$ cat config.mk
export PLATFORM = sky130hd
export DESIGN_NAME = uart_rx_fifo_ctrl_flat
export DESIGN_NICKNAME = d
export VERILOG_FILES = /design/src/rtl/uart_rx_fifo_ctrl_if.sv /design/src/rtl/uart_rx_fifo_ctrl.sv /design/src/flat_wrapper.sv
export SDC_FILE = /design/constraint.sdc
export NUM_CORES = 1
export LEC_CHECK = 0
export ABC_AREA = 1
export ABC_CLOCK_PERIOD_IN_PS = 4200
export BUFFER_PORTS_ARGS = -buffer_cell sky130_fd_sc_hd__buf_2
export CAP_MARGIN = 10
export CORE_MARGIN = 10
export CORE_UTILIZATION = 58
export DETAILED_ROUTE_END_ITERATION = 12
export GPL_ROUTABILITY_DRIVEN = 0
export PLACE_DENSITY = 0.77
export SKIP_CTS_REPAIR_TIMING = 1
export SLEW_MARGIN = 40
export SYNTH_ARGS = -nofsm -noshare
export SYNTH_HDL_FRONTEND = slang
export SYNTH_SLANG_ARGS = --single-unit
$ cat constraint.sdc
create_clock -name clk -period 4.2 [get_ports clk]
set_input_delay 0.42 -clock clk [delete_from_list [all_inputs] [get_ports clk]]
set_output_delay 0.42 -clock clk [all_outputs]
set_load 0.1 [all_outputs]
$ cat src/rtl/uart_rx_fifo_ctrl_if.sv
// Receive-side bundle between uart_rx, the FIFO controller and its consumer/host.
// master = controller (drives the stream and status), slave = surrounding logic.
interface uart_rx_fifo_ctrl_if #(
    parameter int DATA_BITS     = 8,
    parameter int FIFO_DEPTH    = 8,
    parameter int ERR_CNT_WIDTH = 8
);
    localparam int CW = $clog2(FIFO_DEPTH) + 1;

    logic [DATA_BITS-1:0]     rx_data;
    logic                     rx_data_ready;
    logic                     rx_parity_err;
    logic                     rx_frame_err;
    logic                     rx_enable;
    logic                     flush;
    logic                     clear_status;

    logic                     m_valid;
    logic [DATA_BITS-1:0]     m_data;
    logic                     m_parity_err;
    logic                     m_frame_err;
    logic                     m_ready;

    logic [CW-1:0]            fifo_count;
    logic                     overrun;
    logic [ERR_CNT_WIDTH-1:0] parity_err_count;
    logic [ERR_CNT_WIDTH-1:0] frame_err_count;

    modport master (
        input  rx_data, rx_data_ready, rx_parity_err, rx_frame_err, rx_enable,
        input  flush, clear_status, m_ready,
        output m_valid, m_data, m_parity_err, m_frame_err,
        output fifo_count, overrun, parity_err_count, frame_err_count
    );

    modport slave (
        output rx_data, rx_data_ready, rx_parity_err, rx_frame_err, rx_enable,
        output flush, clear_status, m_ready,
        input  m_valid, m_data, m_parity_err, m_frame_err,
        input  fifo_count, overrun, parity_err_count, frame_err_count
    );
endinterface

$ cat src/rtl/uart_rx_fifo_ctrl.sv
// Edge-detects uart_rx data_ready, pushes {frame_err, parity_err, data} into a show-ahead FIFO
// (1-cycle empty-to-valid), streams it out valid/ready and keeps sticky overrun + saturating error counts.
module uart_rx_fifo_ctrl #(
    parameter int DATA_BITS     = 8,
    parameter int FIFO_DEPTH    = 8,
    parameter int ERR_CNT_WIDTH = 8
) (
    input  logic                     clk,
    input  logic                     reset,
    uart_rx_fifo_ctrl_if.master      bus
);
    localparam int AW = $clog2(FIFO_DEPTH);
    localparam int CW = AW + 1;
    localparam int EW = DATA_BITS + 2;

    generate
        if (FIFO_DEPTH < 2 || (FIFO_DEPTH & (FIFO_DEPTH - 1)) != 0) begin : g_bad_depth
            $fatal(1, "uart_rx_fifo_ctrl: FIFO_DEPTH must be a power of 2 and >= 2");
        end
    endgenerate

    logic                     ready_q, ready_d;
    logic [AW-1:0]            wr_ptr_q, wr_ptr_d;
    logic [AW-1:0]            rd_ptr_q, rd_ptr_d;
    logic [CW-1:0]            count_q, count_d;
    logic                     overrun_q, overrun_d;
    logic [ERR_CNT_WIDTH-1:0] par_cnt_q, par_cnt_d;
    logic [ERR_CNT_WIDTH-1:0] frm_cnt_q, frm_cnt_d;
    logic [EW-1:0]            mem_q [FIFO_DEPTH];
    logic [EW-1:0]            mem_d [FIFO_DEPTH];

    logic frame_evt;
    logic full;
    logic valid;
    logic pop_req;
    logic do_push;
    logic do_pop;
    logic ovr_set;
    logic [EW-1:0] head;

    always_comb begin
        ready_d   = bus.rx_data_ready;
        frame_evt = bus.rx_data_ready & ~ready_q & bus.rx_enable;
        full      = (count_q == CW'(FIFO_DEPTH));
        valid     = (count_q != '0);
        pop_req   = valid & bus.m_ready;
        // A pop in the same cycle frees the slot, so a full FIFO still accepts the frame.
        do_push   = frame_evt & (~full | pop_req) & ~bus.flush;
        do_pop    = pop_req & ~bus.flush;
        ovr_set   = frame_evt & full & ~pop_req & ~bus.flush;
    end

    always_comb begin
        wr_ptr_d = wr_ptr_q;
        rd_ptr_d = rd_ptr_q;
        count_d  = count_q;
        mem_d    = mem_q;
        if (bus.flush) begin
            wr_ptr_d = '0;
            rd_ptr_d = '0;
            count_d  = '0;
        end else begin
            if (do_push) begin
                mem_d[wr_ptr_q] = {bus.rx_frame_err, bus.rx_parity_err, bus.rx_data};
                wr_ptr_d        = wr_ptr_q + AW'(1);
            end
            if (do_pop) begin
                rd_ptr_d = rd_ptr_q + AW'(1);
            end
            if (do_push && !do_pop) begin
                count_d = count_q + CW'(1);
            end else if (do_pop && !do_push) begin
                count_d = count_q - CW'(1);
            end
        end
    end

    // Clear wins over held status, but an event in the clear cycle still leaves its own mark.
    always_comb begin
        overrun_d = bus.clear_status ? ovr_set : (overrun_q | ovr_set);

        par_cnt_d = bus.clear_status ? '0 : par_cnt_q;
        if (frame_evt && bus.rx_parity_err && par_cnt_d != '1) begin
            par_cnt_d = par_cnt_d + ERR_CNT_WIDTH'(1);
        end

        frm_cnt_d = bus.clear_status ? '0 : frm_cnt_q;
        if (frame_evt && bus.rx_frame_err && frm_cnt_d != '1) begin
            frm_cnt_d = frm_cnt_d + ERR_CNT_WIDTH'(1);
        end
    end

    always_ff @(posedge clk or posedge reset) begin
        if (reset) begin
            ready_q   <= 1'b1;
            wr_ptr_q  <= '0;
            rd_ptr_q  <= '0;
            count_q   <= '0;
            overrun_q <= 1'b0;
            par_cnt_q <= '0;
            frm_cnt_q <= '0;
        end else begin
            ready_q   <= ready_d;
            wr_ptr_q  <= wr_ptr_d;
            rd_ptr_q  <= rd_ptr_d;
            count_q   <= count_d;
            overrun_q <= overrun_d;
            par_cnt_q <= par_cnt_d;
            frm_cnt_q <= frm_cnt_d;
        end
    end

    // Storage carries no reset; contents are only observable once count says valid.
    always_ff @(posedge clk) begin
        mem_q <= mem_d;
    end

    assign head                 = mem_q[rd_ptr_q];
    assign bus.m_valid          = valid;
    assign bus.m_data           = head[DATA_BITS-1:0];
    assign bus.m_parity_err     = head[DATA_BITS];
    assign bus.m_frame_err      = head[DATA_BITS+1];
    assign bus.fifo_count       = count_q;
    assign bus.overrun          = overrun_q;
    assign bus.parity_err_count = par_cnt_q;
    assign bus.frame_err_count  = frm_cnt_q;
endmodule

$ cat src/flat_wrapper.sv
// flat-port wrapper written by rule: the top's interface ports become plain ports
module uart_rx_fifo_ctrl_flat 
#(
    parameter int DATA_BITS     = 8,
    parameter int FIFO_DEPTH    = 8,
    parameter int ERR_CNT_WIDTH = 8
)
  (clk, reset, bus_rx_data, bus_rx_data_ready, bus_rx_parity_err, bus_rx_frame_err, bus_rx_enable, bus_flush, bus_clear_status, bus_m_ready, bus_m_valid, bus_m_data, bus_m_parity_err, bus_m_frame_err, bus_fifo_count, bus_overrun, bus_parity_err_count, bus_frame_err_count);
  uart_rx_fifo_ctrl_if #(.DATA_BITS(DATA_BITS), .FIFO_DEPTH(FIFO_DEPTH), .ERR_CNT_WIDTH(ERR_CNT_WIDTH)) bus_i ();
  input  logic clk;
  input  logic reset;
  input wire logic [$bits(bus_i.rx_data)-1:0] bus_rx_data;
  input wire logic [$bits(bus_i.rx_data_ready)-1:0] bus_rx_data_ready;
  input wire logic [$bits(bus_i.rx_parity_err)-1:0] bus_rx_parity_err;
  input wire logic [$bits(bus_i.rx_frame_err)-1:0] bus_rx_frame_err;
  input wire logic [$bits(bus_i.rx_enable)-1:0] bus_rx_enable;
  input wire logic [$bits(bus_i.flush)-1:0] bus_flush;
  input wire logic [$bits(bus_i.clear_status)-1:0] bus_clear_status;
  input wire logic [$bits(bus_i.m_ready)-1:0] bus_m_ready;
  output wire logic [$bits(bus_i.m_valid)-1:0] bus_m_valid;
  output wire logic [$bits(bus_i.m_data)-1:0] bus_m_data;
  output wire logic [$bits(bus_i.m_parity_err)-1:0] bus_m_parity_err;
  output wire logic [$bits(bus_i.m_frame_err)-1:0] bus_m_frame_err;
  output wire logic [$bits(bus_i.fifo_count)-1:0] bus_fifo_count;
  output wire logic [$bits(bus_i.overrun)-1:0] bus_overrun;
  output wire logic [$bits(bus_i.parity_err_count)-1:0] bus_parity_err_count;
  output wire logic [$bits(bus_i.frame_err_count)-1:0] bus_frame_err_count;
  assign bus_i.rx_data = bus_rx_data;
  assign bus_i.rx_data_ready = bus_rx_data_ready;
  assign bus_i.rx_parity_err = bus_rx_parity_err;
  assign bus_i.rx_frame_err = bus_rx_frame_err;
  assign bus_i.rx_enable = bus_rx_enable;
  assign bus_i.flush = bus_flush;
  assign bus_i.clear_status = bus_clear_status;
  assign bus_i.m_ready = bus_m_ready;
  assign bus_m_valid = bus_i.m_valid;
  assign bus_m_data = bus_i.m_data;
  assign bus_m_parity_err = bus_i.m_parity_err;
  assign bus_m_frame_err = bus_i.m_frame_err;
  assign bus_fifo_count = bus_i.fifo_count;
  assign bus_overrun = bus_i.overrun;
  assign bus_parity_err_count = bus_i.parity_err_count;
  assign bus_frame_err_count = bus_i.frame_err_count;
  uart_rx_fifo_ctrl #(.DATA_BITS(DATA_BITS), .FIFO_DEPTH(FIFO_DEPTH), .ERR_CNT_WIDTH(ERR_CNT_WIDTH)) u_core (.clk(clk), .reset(reset), .bus(bus_i));
endmodule
==> flow_metrics.tcl <==
set metrics [dict create \
    fin_area_mm2 0.005388 \
    place_area_mm2 0.005218 \
    antenna_found_initial 1 \
    final_util_pct 65.57 \
    fin_ws_ns 1.090 \
    fmax_mhz 321.5 \
    antenna_left 0 \
    seqCellArea_mm2 0.003104 \
    finalSetupViolCount 0 \
    port_buffers 48 \
    hp-class "input pin to asynchronous set/reset pin" \
    status "finished clean" \
    clock_latency_ns 0.37 \
    end_kind "primary output" \
    power.density_mw_per_mm2 547.1 \
    drt-vias-per-instance 5.483 \
    cap_violations 0 \
    clock-skew-final_ns 0.009539 \
    htree_levels 3 \
    dp_cells 615 \
    grt.overflow.total 0 \
    yosysSeqAreaShare_pct 63.29 \
    die_x_um 112.0 \
    drv_slew 0 \
    rows 33 \
    nets 545 \
    finalCriticalPeriod_ns 3.110 \
    dieHeight_um 112.0 \
    cts_max_path_buffers 2 \
    ioPinCount 49 \
    finalSetupTns_ns 0 \
    vias 3465 \
    final_common_cell "nand2_1" \
    layout_worst_path_cycle_share_pct 74.05 \
    die-area_mm2 0.01254 \
    rrSetupSlack_ns 2.02 \
    cts_sinks 108 \
    crit_path_start_kind "flop" \
    yosysWarnings 0 \
    cts-root-buf "clkbuf_8" \
    async_flop_share_pct 25.93 \
    cts_tree "done" \
    synth_edf_count 80 \
    multi_input_area_mm2 0.001610 \
    wl_per_cell_um 17.12 \
    layout_common_cells "nand2_1 (111), edfxtp_1 (80), nor2_1 (66)" \
    drt-total-wl_um 10820 \
    slew_headroom_pct 50.52 \
    ir_worst_vdd_uv 385.5 \
    initial_core_util_pct 59.69 \
    rsz0062_at_grt "no" \
    drc 0 \
    ys.flop_type "edfxtp_1" \
    finalHoldViolations 0 \
    grt_pass1_wl_um 17490 \
    fillers 669 \
    first_pass_iters 4 \
    yosys_register_bits 108 \
    core_mm2 0.008217 \
    crit_type "flop to primary output" \
    drive_gt1_share_pct 18.06 \
    grt_max_degree 41 \
    place_ws_ns 1.496 \
    area_growth_pct 9.847 \
    arrival_ns 2.69 \
    stdcell_count 632 \
    yosysUniqueCellTypes 32 \
    dp_hpwl_um 7314 \
    synth.net_count 502 \
    worst_slew_pin_slew_ns 0.7415 \
    grt_pass1_vias 3517 \
    drt_iter0_drc 191 \
    worstPathRequired_ns 3.78 \
    clk_pin_slew_ns 0.10 \
    synth_area_mm2 0.004905 \
    cts_made_buffers 9 \
    crit_fanout 22 \
    synthCells 478 \
    avgSynthCellArea_um2 10.26 \
    grt_use_total_pct 17.34 \
    p_leak_nw 2.140 \
]
[metal layers]
metal  track usage (%)  share of wire, %  vias to the layer above  routed length (um)
li1                  -                 -                     1690                   -
met4             6.853               2.4                        0                 264
met3             3.596               4.4                       19                 476
met5                 0                 0                        -                   0
met2             30.11                51                       95                5499
met1             20.56                42                     1661                4581
[registers in the layout (all words and copies together), names as in the netlist]
register and count:
u_core.mem_q 80, u_core.bus.frame_err_count 8, u_core.bus.parity_err_count 8, u_core.bus.fifo_count 4, u_core.rd_ptr_q 3, u_core.wr_ptr_q 3, u_core.bus.overrun 1, u_core.ready_q 1
[report_power, final]
group	total (mW)	internal, mW	switching (mW)
clock network	0.557	0.215	0.341
logic	1.15	0.201	0.944
registers	1.25	1.17	0.0720
total	2.95	1.59	1.36
[synth_stat cells, drive strengths merged (2+ instances only)]
cell / n / area share [%]
clkbuf: 9 / 0.69
a21oi: 15 / 1.8
edfxtp: 80 / 49
nand2: 114 / 8.9
buf: 8 / 1.1
nor2: 82 / 7.2
nand3: 18 / 2.0
nand4: 2 / 0.26
ha: 6 / 1.5
xor2: 10 / 1.9
nor3: 5 / 0.71
o21ai: 53 / 5.6
inv: 33 / 2.5
dfrtp: 27 / 14
a31oi: 10 / 1.3
[stage by stage]
stage / hold slack (ns) / total power, mW
after floorplan: 0.4245 / 2.215
after global placement: 0.4873 / 2.398
after detailed placement: 0.4782 / 2.422
after CTS: 0.1275 / 2.968
after global routing: 0.1422 / 3.096
final: 0.1185 / 2.948
[final timing paths]
path                                     startpoint  cells past startpoint                             to
setup / recovery                 u_core.rd_ptr_q[1]                      5                  bus_m_data[0]
hold / removal                                reset                      2  u_core.bus.frame_err_count[4]
setup reg to reg           u_core.bus.fifo_count[0]                     13       u_core.bus.fifo_count[3]
hold reg to reg                  u_core.bus.overrun                      2             u_core.bus.overrun
max in group asynchronous                     reset                      2  u_core.bus.frame_err_count[6]
min in group clk                  bus_rx_data_ready                      1                 u_core.ready_q
[critical path: stages (launching register included)]
cell and delay (ns):
dfrtp_1 0.80, inv_1 0.53, nor2_1 0.20, o21ai_0 0.10, a31oi_1 0.23, buf_2 0.46
[layout make-up]
type	count	area share, %
timing repair buffer	49	4.598
inverter	33	2.299
clock buffer	10	2.369
multi-input combinational	320	29.89
tap	105	2.438
antenna	1	0.04645
clock inverter	6	0.7431
sequential	108	57.62
[cell families (layout without fill, tap and decap cells)]
logic type,count (synthesis),in the layout,share of synthesized area (%)
and+or+nand+nor,222,222,19.23
DFF,108,108,63.29
AOI/OAI and AO/OA,80,80,9.133
buffers and inverters,50,98,4.286
xor gates and xnor gates,11,11,2.118
adders and majority gates,7,7,1.939
other,0,1,0
(Power assumes the default switching activity.)
